===== src/rtl/apb_slave.sv =====
// APB completer backed by a DEPTH-word register file, with a configurable number of
// wait states and PSLVERR for out-of-range word addresses.
module apb_slave #(
    parameter int ADDR_WIDTH  = 32,
    parameter int DATA_WIDTH  = 32,
    parameter int DEPTH       = 16,
    parameter int WAIT_STATES = 0
) (
    input  logic                  pclk,
    input  logic                  presetn,
    input  logic [ADDR_WIDTH-1:0] paddr,
    input  logic                  psel,
    input  logic                  penable,
    input  logic [DATA_WIDTH-1:0] pwdata,
    input  logic                  pwrite,
    output logic [DATA_WIDTH-1:0] prdata,
    output logic                  pready,
    output logic                  pslverr
);

    localparam int IDX_W = (DEPTH > 1) ? $clog2(DEPTH) : 1;

    typedef enum logic [1:0] {IDLE, SETUP, ACCESS} state_t;

    state_t                state_q;
    state_t                phase;
    logic [3:0]            cnt_q;
    logic [IDX_W-1:0]      addr_q;
    logic [DATA_WIDTH-1:0] wdata_q;
    logic                  write_q;
    logic                  err_q;
    logic [DATA_WIDTH-1:0] rdata_q;
    logic [DATA_WIDTH-1:0] mem [DEPTH];

    logic setup_err;
    logic done;

    // SETUP is the bus setup cycle itself: it is recognised from psel/penable while
    // the registered state is not ACCESS, so a zero-wait transfer fits in two cycles.
    always_comb begin
        phase = IDLE;
        if (state_q == ACCESS)
            phase = ACCESS;
        else if (psel && !penable)
            phase = SETUP;
    end

    assign setup_err = (paddr >= ADDR_WIDTH'(DEPTH));
    assign done      = (state_q == ACCESS) && psel && penable && (cnt_q == 4'(WAIT_STATES));

    assign pready  = done;
    assign pslverr = done && err_q;
    assign prdata  = (done && write_q) ? '0 : rdata_q;

    always_ff @(posedge pclk) begin
        if (presetn) begin
            state_q <= IDLE;
            cnt_q   <= '0;
            addr_q  <= '0;
            wdata_q <= '0;
            write_q <= 1'b0;
            err_q   <= 1'b0;
            rdata_q <= '0;
            for (int i = 0; i < DEPTH; i++)
                mem[i] <= '0;
        end else begin
            case (phase)
                SETUP: begin
                    addr_q  <= paddr[IDX_W-1:0];
                    wdata_q <= pwdata;
                    write_q <= pwrite;
                    err_q   <= setup_err;
                    if (!pwrite)
                        rdata_q <= setup_err ? '0 : mem[paddr[IDX_W-1:0]];
                    cnt_q   <= '0;
                    state_q <= ACCESS;
                end
                ACCESS: begin
                    if (!(psel && penable)) begin
                        // requester abandoned the transfer: drop it without side effects
                        cnt_q   <= '0;
                        state_q <= IDLE;
                    end else if (!done) begin
                        cnt_q <= cnt_q + 4'd1;
                    end else begin
                        if (write_q && !err_q)
                            mem[addr_q] <= wdata_q;
                        cnt_q   <= '0;
                        state_q <= IDLE;
                    end
                end
                default: begin
                    cnt_q   <= '0;
                    state_q <= IDLE;
                end
            endcase
        end
    end

endmodule


===== config.mk =====
export PLATFORM = sky130hd
export DESIGN_NAME = apb_slave
export DESIGN_NICKNAME = d
export VERILOG_FILES = /design/src/rtl/apb_slave.sv
export SDC_FILE = /design/constraint.sdc
export NUM_CORES = 1
export LEC_CHECK = 0
export CELL_PAD_IN_SITES_DETAIL_PLACEMENT = 0
export CELL_PAD_IN_SITES_GLOBAL_PLACEMENT = 2
export CORE_MARGIN = 5
export CORE_UTILIZATION = 43
export CTS_CLUSTER_DIAMETER = 200
export CTS_CLUSTER_SIZE = 20
export DETAILED_ROUTE_END_ITERATION = 6
export PLACE_DENSITY_LB_ADDON = 0.1
export SYNTH_ARGS = -nofsm -noshare
export SYNTH_HDL_FRONTEND = slang
export SYNTH_SLANG_ARGS = --single-unit
export TNS_END_PERCENT = 30

===== constraint.sdc =====
create_clock -name pclk -period 2.8 [get_ports pclk]
set_input_delay 0.56 -clock pclk [delete_from_list [all_inputs] [get_ports pclk]]
set_output_delay 0.56 -clock pclk [all_outputs]
set_load 0.01 [all_outputs]

==> results.ini, run 1 <==
[worst_setup_path]
r2r_slack_ps = 380
path_cells = inv_2 > ha_2 > nor3b_4 > and2_4 > nand2_8 > buf_16 > buf_8 > and2_1 > buf_2
max_stage_delay_ps = 330
critPathKind = reg2out
path_max_fanout = 6
r2r_cells = 10
r2r-end = mem[4][8]
critPathRequiredTime_ps = 2240
start_kind = register
worst_path_dominant_cell_family = simple AND/OR/NAND/NOR gates
cpMaxStageDelayCell = dfxtp_2
cp-end-kind = primary output
arrival_ps = 2190
r2r_start = cnt_q[1]
cp_num_buf_inv = 4

[route]
drt_iter0_drc = 1359
wl_um = 75560
drc_errors = 0
drtPass1Iterations = 5
via_per_inst = 5.437
routed-via-count = 16160
wl_per_cell_um = 25.42
ant_nets = 0

[min_path]
hold_class = in2reg
min_path_cells = 3
worstHoldStart = paddr[3]
hold_end = err_q

[global_routing]
grt_max_degree = 66
grt.overflow.total = 0
grt_pass1_wl_um = 111600
antenna_found_initial = 9
gr-usage-all-layers = 0.2258
grt_pass1_vias = 16360

[timing]
finalCritPeriodShare = 0.9835
fin_hold_ws_ps = 356.3
grt_setup_unrepaired = yes
slew_violations = 0
fin_worst_skew_ps = 23.99
tightest_slew_ps = 656.0
hold_violations = 0
slew_headroom = 0.5621
fmax_mhz = 363.1
fin_crit_ps = 2754
setup_viol = 0

[finish]
area_delta_synth_final_pct = 15.10
stdcell_count = 2973
layout-drive-gt1-share = 0.1210
num-nets-final = 2235

[logic_synthesis]
ys_top_cells_by_count = and2_1 (545), edfxtp_1 (512), mux2i_1 (252)
synth.area.top_cells = edfxtp_1 (58%), and2_1 (13%), mux2i_1 (9.6%), dfxtp_1 (5.7%), nor2_1 (1.7%)
avgSynthCellArea_sq_um = 12.73
synth.most_common_cell = and2_1
synth_nets = 2136
synthDistinctLibCells = 42
netlist_area_sq_um = 26290
yosys_warnings = 0
postSynthCellCount = 2065
synth_top_area_frac = 0.5849
ys_seq_area_frac = 0.6420
synth_top_area_cell = edfxtp_1
ys_ff_latch = 587
async_flop_share = 0
synth_edf_count = 512
synth-main-ff-cell = edfxtp_1

[clocking]
ctsHtreeMaxLevel = 2
clock_sinks = 587
insertion_delay_ps = 570
clockBufferDepth = 3
numCtsBuffers = 35
clk_pin_slew_ps = 90
clock-root-buffer = clkbuf_16
cts_tree = done
ctsHoldBuffers = 0

[pwr]
switchingPower_mw = 3.773
intPower_mw = 12.74
p_per_area_nw_per_um2 = 545.8
worst_ir_drop_vdd_uv = 461.8
swShare = 0.2285
p_clk_frac = 0.326
power_frac_comb = 0.075
cellLeakagePower_nw = 11.55
sequentialPowerShare = 0.599

[floorplan]
coreArea_sq_um = 60470
die_y_um = 257.3
initial_utilization = 0.4347
dieArea_sq_um = 66180
die_w_um = 257.3
io_pins = 103
rows = 90

[placed_design]
gp_congestion = 0.7678
place_hpwl_um = 45810
dp.cells = 2893
io_buffers = 102

[status]
outcome = completed

[job]
max_cap_viol_count = 0

worst min-delay path, delay by kind of cell:
kind | cells | cell delay, ps
AND/OR/NAND/NOR | 1 | 130
buffers and inverters | 1 | 110
AO/OA/AOI/OAI | 1 | 80
flip-flops by register name (all words and copies together), names as in the netlist:
register,cells
rdata_q,32
write_q,1
wdata_q,32
state_q,1
addr_q,4
err_q,1
cnt_q,4
mem,512
kinds of logic after synthesis:
group | share of synthesized area
XOR/XNOR | 0.0006665
AND/OR/NAND/NOR | 0.1885
buffers and inverters | 0.03184
AO/OA/AOI/OAI | 0.03841
multiplexers | 0.09767
adder cells (fa/ha/maj) | 0.0009518
flip-flops | 0.6420
per-layer routing:
metal	GRT usage	part of all wire	vias to the layer above
met2	0.3850	0.49	339
met4	0.05249	0.021	0
met1	0.3113	0.44	8262
met5	0	0	-
met3	0.02833	0.045	81
li1	-	-	7481
per-stage QoR:
step / util / instance area, sq um / setup WS [ps] / total power [mW] / TNS (ps)
after global placement: 0.4807 / 29070 / -152.0 / 11.33 / -4196
after global routing: 0.5003 / 30260 / -51.45 / 17.09 / -411.7
final: 0.5004 / 30260 / 46.10 / 16.51 / 0
after CTS: 0.5005 / 30260 / -82.85 / 16.67 / -731.0
after floorplan: - / 26290 / 702.3 / 10.67 / 0
after detailed placement: 0.4807 / 29070 / -155.6 / 11.36 / -4131
worst max-delay path by stage:
stage             start         end  slack [ps]  cells past startpoint
5_1_grt        cnt_q[1]  prdata[31]         -50                      9
4_1_cts        cnt_q[0]  prdata[27]         -80                      9
3_5_place_dp       psel   prdata[3]        -160                      7
2_1_floorplan      psel   mem[0][0]         700                      5
3_3_place_gp       psel  prdata[16]        -150                      7
6_report       cnt_q[1]   prdata[1]          50                      9
power groups by stage:
stage	logic, mW	clock network [mW]	registers (mW)
6_report	1.24	5.38	9.90
5_1_grt	1.32	5.84	9.94
4_1_cts	1.26	5.51	9.90
3_5_place_dp	1.26	0	10.1
3_3_place_gp	1.25	0	10.1
2_1_floorplan	0.667	0	10.0
timing repair:
item | CTS | global route
gates resized for setup | 125 | 34
setup endpoints to repair | 32 | 32
pin swaps | 1 | 6
cloned | 4 | 0
buffers inserted | 13 | 1
cell usage in the layout, fill, tap and decap left out, drive strengths merged, types with 32 or more instances in the layout:
cell type	synthesis	final
and2	545	545
edfxtp	512	512
mux2i	252	252
buf	47	152
nor2	118	118
nand2	107	107
dfxtp	75	75
clkbuf	119	71
clkdlybuf4s50	0	65
o22ai	64	64
nor4	39	39
a21oi	37	37
nor3	32	32
o31ai	32	32
o21ai	32	32
layout make-up:
class	instances	area, sq um
sequential	587	16880
clock buffer	62	1020
inverter	4	15.01
clock inverter	1	16.27
multi-input combinational	1308	8718
tap	782	978.4
timing repair buffer	228	2629
antenna	1	2.502
fill	5292	30210
Note: power is estimated with default switching activity, not from simulation.
==> inputs of run 2 (changes only) <==
CORE_UTILIZATION = 30   (was 43)
==> run 2 against run 1 <==
Net effect:
- fmax is 0.82% lower
- cell area is 2.2% higher
- combinational power is 6% higher
==> results.ini, run 2 (same netlist as run 1, synthesis figures left out) <==
[placed_design]
io_buffers = 102
gp_congestion = 0.7612
dpl_worst_slack_ps = -163.8
place_hpwl_um = 51050

[worst_setup_path]
r2r_slack_ps = 460
r2r_cells = 11
cpMaxStageDelayCell = dfxtp_2
path_cells = inv_2 > ha_4 > nor3b_4 > and2_4 > nand2_8 > buf_12 > buf_8 > and2_1 > buf_2
max_stage_delay_ps = 330
r2r-end = mem[4][9]
arrival_ps = 2220
cp-end-kind = primary output
path_max_fanout = 5
critPathRequiredTime_ps = 2240
r2r_start = cnt_q[1]
critPathKind = reg2out
start_kind = register

[floorplan]
die_y_um = 306.0
initial_utilization = 0.3025
dieArea_sq_um = 93650
io_pins = 103
rows = 108
coreArea_sq_um = 86890
die_w_um = 306.0

[timing]
setup_viol = 0
fin_crit_ps = 2777
finalCritPeriodShare = 0.9917
fin_worst_skew_ps = 27.93
tightest_slew_ps = 675.4
slew_headroom = 0.5491
hold_violations = 0
layout_setup_ws_ps = 23.32
grt_setup_unrepaired = yes
slew_violations = 0
fin_hold_ws_ps = 356.4
fmax_mhz = 360.1

[min_path]
hold_end = err_q
min_path_cells = 3
hold_class = in2reg
worstHoldStart = paddr[3]

[clocking]
clock-root-buffer = clkbuf_16
cts_tree = done
ctsHtreeMaxLevel = 2
ctsHoldBuffers = 0
insertion_delay_ps = 570
clk_pin_slew_ps = 80
clockBufferDepth = 3
clock_sinks = 587
numCtsBuffers = 35

[job]
max_cap_viol_count = 0

[finish]
layout-drive-gt1-share = 0.1300
mostFrequentLayoutCell = and2_1
area_delta_synth_final_pct = 17.60
layout_common_cells = and2_1 (529), edfxtp_1 (512), mux2i_1 (252)
largest_register_ffs = 512
regMostFlops = mem
top_regs = mem x512, rdata_q x32, wdata_q x32
num-nets-final = 2253

[global_routing]
grt_max_degree = 66
antenna_found_initial = 9
grt.overflow.total = 0
gr-usage-all-layers = 0.1830
grt_pass1_wl_um = 124500
grt_pass1_vias = 16970

[route]
met3_length_um = 2805
via_per_inst = 4.802
met1Wirelength_um = 38870
drt_iter0_drc = 863
drc_errors = 0
routed-via-count = 16170
wl_um = 87060
highest_layer = met4
drtPass1Iterations = 4
ant_nets = 0
wl_per_cell_um = 25.86
met2_length_um = 43380

[pwr]
p_per_area_nw_per_um2 = 540.8
worst_ir_drop_vdd_uv = 363.7
cellLeakagePower_nw = 11.64

[status]
outcome = completed

run 2: cell count changes in the layout (fill, tap and decap cells not counted), sizes merged:
cell	before	now
clkbuf	71	66
buf	152	175
diode	1	5
clkdlybuf4s15	1	0
run 2: power breakdown:
group / total (mW) / leakage, nW / internal, mW / switching (mW)
clock network: 5.52 / 0.491 / 2.51 / 3.01
logic: 1.31 / 5.24 / 0.519 / 0.793
registers: 9.89 / 5.91 / 9.73 / 0.161
total: 16.7 / 11.6 / 12.8 / 3.96
run 2: worst max-delay path: cells and delay by family (launching register included):
kind                       cells  cell delay [ps]
buffers and inverters          4              520
adders and majority gates      1              120
and+or+nand+nor                4              650
DFF                            1              330
run 2: how the worst max path moves through the flow:
| stage | endpoint | startpoint | cells after the start |
|---|---|---|---|
| global route | prdata[7] | cnt_q[1] | 9 |
| floorplan | mem[0][0] | psel | 5 |
| finish | prdata[7] | cnt_q[1] | 9 |
| global placement | prdata[16] | psel | 7 |
| detailed placement | prdata[17] | psel | 7 |
| CTS | prdata[27] | cnt_q[0] | 9 |
run 2: routing by layer:
metal,global-route usage,up-vias
li1,-,7522
met1,0.2439,8295
met2,0.3239,255
met3,0.01974,97
met4,0.04023,0
met5,0,-
run 2: timing repair:
action	in CTS	in global routing
cloned	3	0
setup buffers	12	1
setup endpoints to repair	32	33
pin swaps	1	4
resized for setup	140	37
run 2: through the flow:
stage            util  instances  total power, mW  area [sq um]  setup TNS [ps]
4_1_cts        0.3549       3363            16.96         30840          -591.0
2_1_floorplan       -       2065            10.67         26290               0
5_1_grt        0.3557       3362            17.35         30900          -576.4
3_5_place_dp   0.3417       3286            11.44         29690           -4127
3_3_place_gp   0.3417       3286            11.43         29690           -3694
6_report       0.3558       3367            16.72         30910               0
run 2: layout make-up:
type | instances | area, sq um
antenna | 5 | 12.51
clock buffer | 61 | 1016
clock inverter | 1 | 16.27
fill | 8456 | 55970
inverter | 4 | 15.01
multi-input combinational | 1308 | 8803
sequential | 587 | 16880
tap | 1155 | 1445
timing repair buffer | 246 | 2728
==> inputs of run 3 (changes only) <==
TNS_END_PERCENT = 5   (was 30)
==> run 3 against run 2 <==
Net effect:
- wire length barely moved
- fmax barely moved
- via count barely moved
- critical path depth did not move
- sequential power barely moved
- combinational power barely moved
- die area did not move
- global-route usage did not move
- sequential share of layout area barely moved
- cell area barely moved
- critical endpoint unchanged
- largest power group unchanged
==> results.ini, run 3 (same netlist as run 1, synthesis figures left out) <==
[worst_setup_path]
cp_num_buf_inv = 4
max_stage_delay_ps = 330
start_kind = register
path_cells = inv_2 > ha_4 > nor3b_4 > and2_4 > nand2_8 > buf_12 > buf_8 > and2_1 > buf_2
arrival_ps = 2220
worst_path_dominant_cell_family = simple AND/OR/NAND/NOR gates
critPathKind = reg2out
cp.depth = 9
cpMaxStageDelayCell = dfxtp_2
r2r_cells = 11
path_max_fanout = 5
cp-end-kind = primary output
critPathRequiredTime_ps = 2240

[job]
max_cap_viol_count = 0

[global_routing]
gr-usage-all-layers = 0.1830
grt_pass1_wl_um = 124500
grt_max_degree = 66
grt.overflow.total = 0
grt_pass1_vias = 16960
antenna_found_initial = 8

[clocking]
clk_pin_slew_ps = 80
clock_sinks = 587
clock-root-buffer = clkbuf_16
insertion_delay_ps = 570
clockBufferDepth = 3
numCtsBuffers = 35
cts_tree = done
ctsHtreeMaxLevel = 2
ctsHoldBuffers = 0

[finish]
area_delta_synth_final_pct = 17.61
fin_util = 0.3558
mostFrequentLayoutCell = and2_1
num-nets-final = 2253
layout-drive-gt1-share = 0.1300
largest_register_ffs = 512
top_regs = mem x512, rdata_q x32, wdata_q x32
layout_common_cells = and2_1 (529), edfxtp_1 (512), mux2i_1 (252)
regMostFlops = mem

[placed_design]
place_hpwl_um = 51050
io_buffers = 102
gp_congestion = 0.7612
dpl_worst_slack_ps = -163.8

[timing]
grt_setup_unrepaired = yes
hold_violations = 0
tightest_slew_ps = 678.2
fmax_mhz = 360.4
finalCritPeriodShare = 0.9911
slew_violations = 0
fin_hold_ws_ps = 355.3
slew_headroom = 0.5472
fin_worst_skew_ps = 27.70
layout_setup_ws_ps = 24.94
fin_crit_ps = 2775
setup_viol = 0

[status]
outcome = completed

[pwr]
intPower_mw = 12.75
p_per_area_nw_per_um2 = 541.0
p_clk_frac = 0.330
swShare = 0.2374
power_frac_comb = 0.078
switchingPower_mw = 3.971
cellLeakagePower_nw = 11.64
worst_ir_drop_vdd_uv = 361.8
sequentialPowerShare = 0.591
power_mw = 16.73

[route]
ant_nets = 0
drtPass1Iterations = 6
drc_errors = 0
drt_iter0_drc = 878
routed-via-count = 16170
wl_um = 87100
via_per_inst = 4.802
wl_per_cell_um = 25.86

[floorplan]
initial_utilization = 0.3025
die_y_um = 306.0
io_pins = 103
die_w_um = 306.0
rows = 108
dieArea_sq_um = 93650
coreArea_sq_um = 86890

[min_path]
min_path_cells = 3
hold_class = in2reg

==> run 3: cell count changes in the layout (fill, tap and decap cells not counted), sizes merged <==
cell,delta
diode,+1
==> run 3: path summary, 6_finish.rpt <==
path / startpoint / endpoint / slack [ps]
worst max register to register: cnt_q[1] / mem[4][9] / 460
worst min register to register: rdata_q[3] / rdata_q[3] / 460
worst min-delay path: paddr[3] / err_q / 360
worst max-delay path: cnt_q[1] / prdata[7] / 20
==> run 3: cell type report <==
cell class              count  area (sq um)
fillers                  8458         55970
flip-flops and latches    587         16880
multi-input cells        1308          8803
repair buffers            246          2728
well taps                1155          1445
clock buffers              61          1016
clock inverters             1         16.27
inverters                   4         15.01
diodes                      6         15.01
==> run 3: worst reg2reg max path: cells and delay by family, from the launching register on <==
family                   cells  cell delay, ps
buffers and inverters        6            1130
adder cells (fa/ha/maj)      1             120
AND/OR/NAND/NOR              4             630
flip-flops                   1             330
==> run 3: repair_timing <==
| action | in CTS | in global routing |
|---|---|---|
| hold endpoints to repair | 0 | 0 |
| setup endpoints to repair | 32 | 33 |
| resized for setup | 139 | 38 |
| buffers inserted | 12 | 1 |
| gates cloned | 3 | 0 |
| pin swaps | 1 | 4 |
==> run 3: per-stage QoR <==
step | area [sq um] | std cells | setup TNS (ps)
after CTS | 30830 | 3363 | -587.9
final | 30920 | 3368 | 0
after global placement | 29690 | 3286 | -3694
after global routing | 30900 | 3362 | -575.1
after detailed placement | 29690 | 3286 | -4127
after floorplan | 26290 | 2065 | 0
==> run 3: power by group through the flow <==
stage          clock network [mW]  registers (mW)  logic (mW)
2_1_floorplan                   0            10.0       0.667
3_3_place_gp                    0            10.1        1.34
3_5_place_dp                    0            10.1        1.34
4_1_cts                      5.71            9.90        1.35
5_1_grt                      6.01            9.93        1.40
6_report                     5.52            9.89        1.31
==> run 3: per-layer routing <==
| layer | vias to the layer above | part of all wire | global-route usage |
|---|---|---|---|
| met5 | - | 0 | 0 |
| met4 | 0 | 0.020 | 0.04023 |
| met3 | 84 | 0.029 | 0.01974 |
| met2 | 241 | 0.50 | 0.3238 |
| met1 | 8320 | 0.45 | 0.2439 |
| li1 | 7528 | - | - |
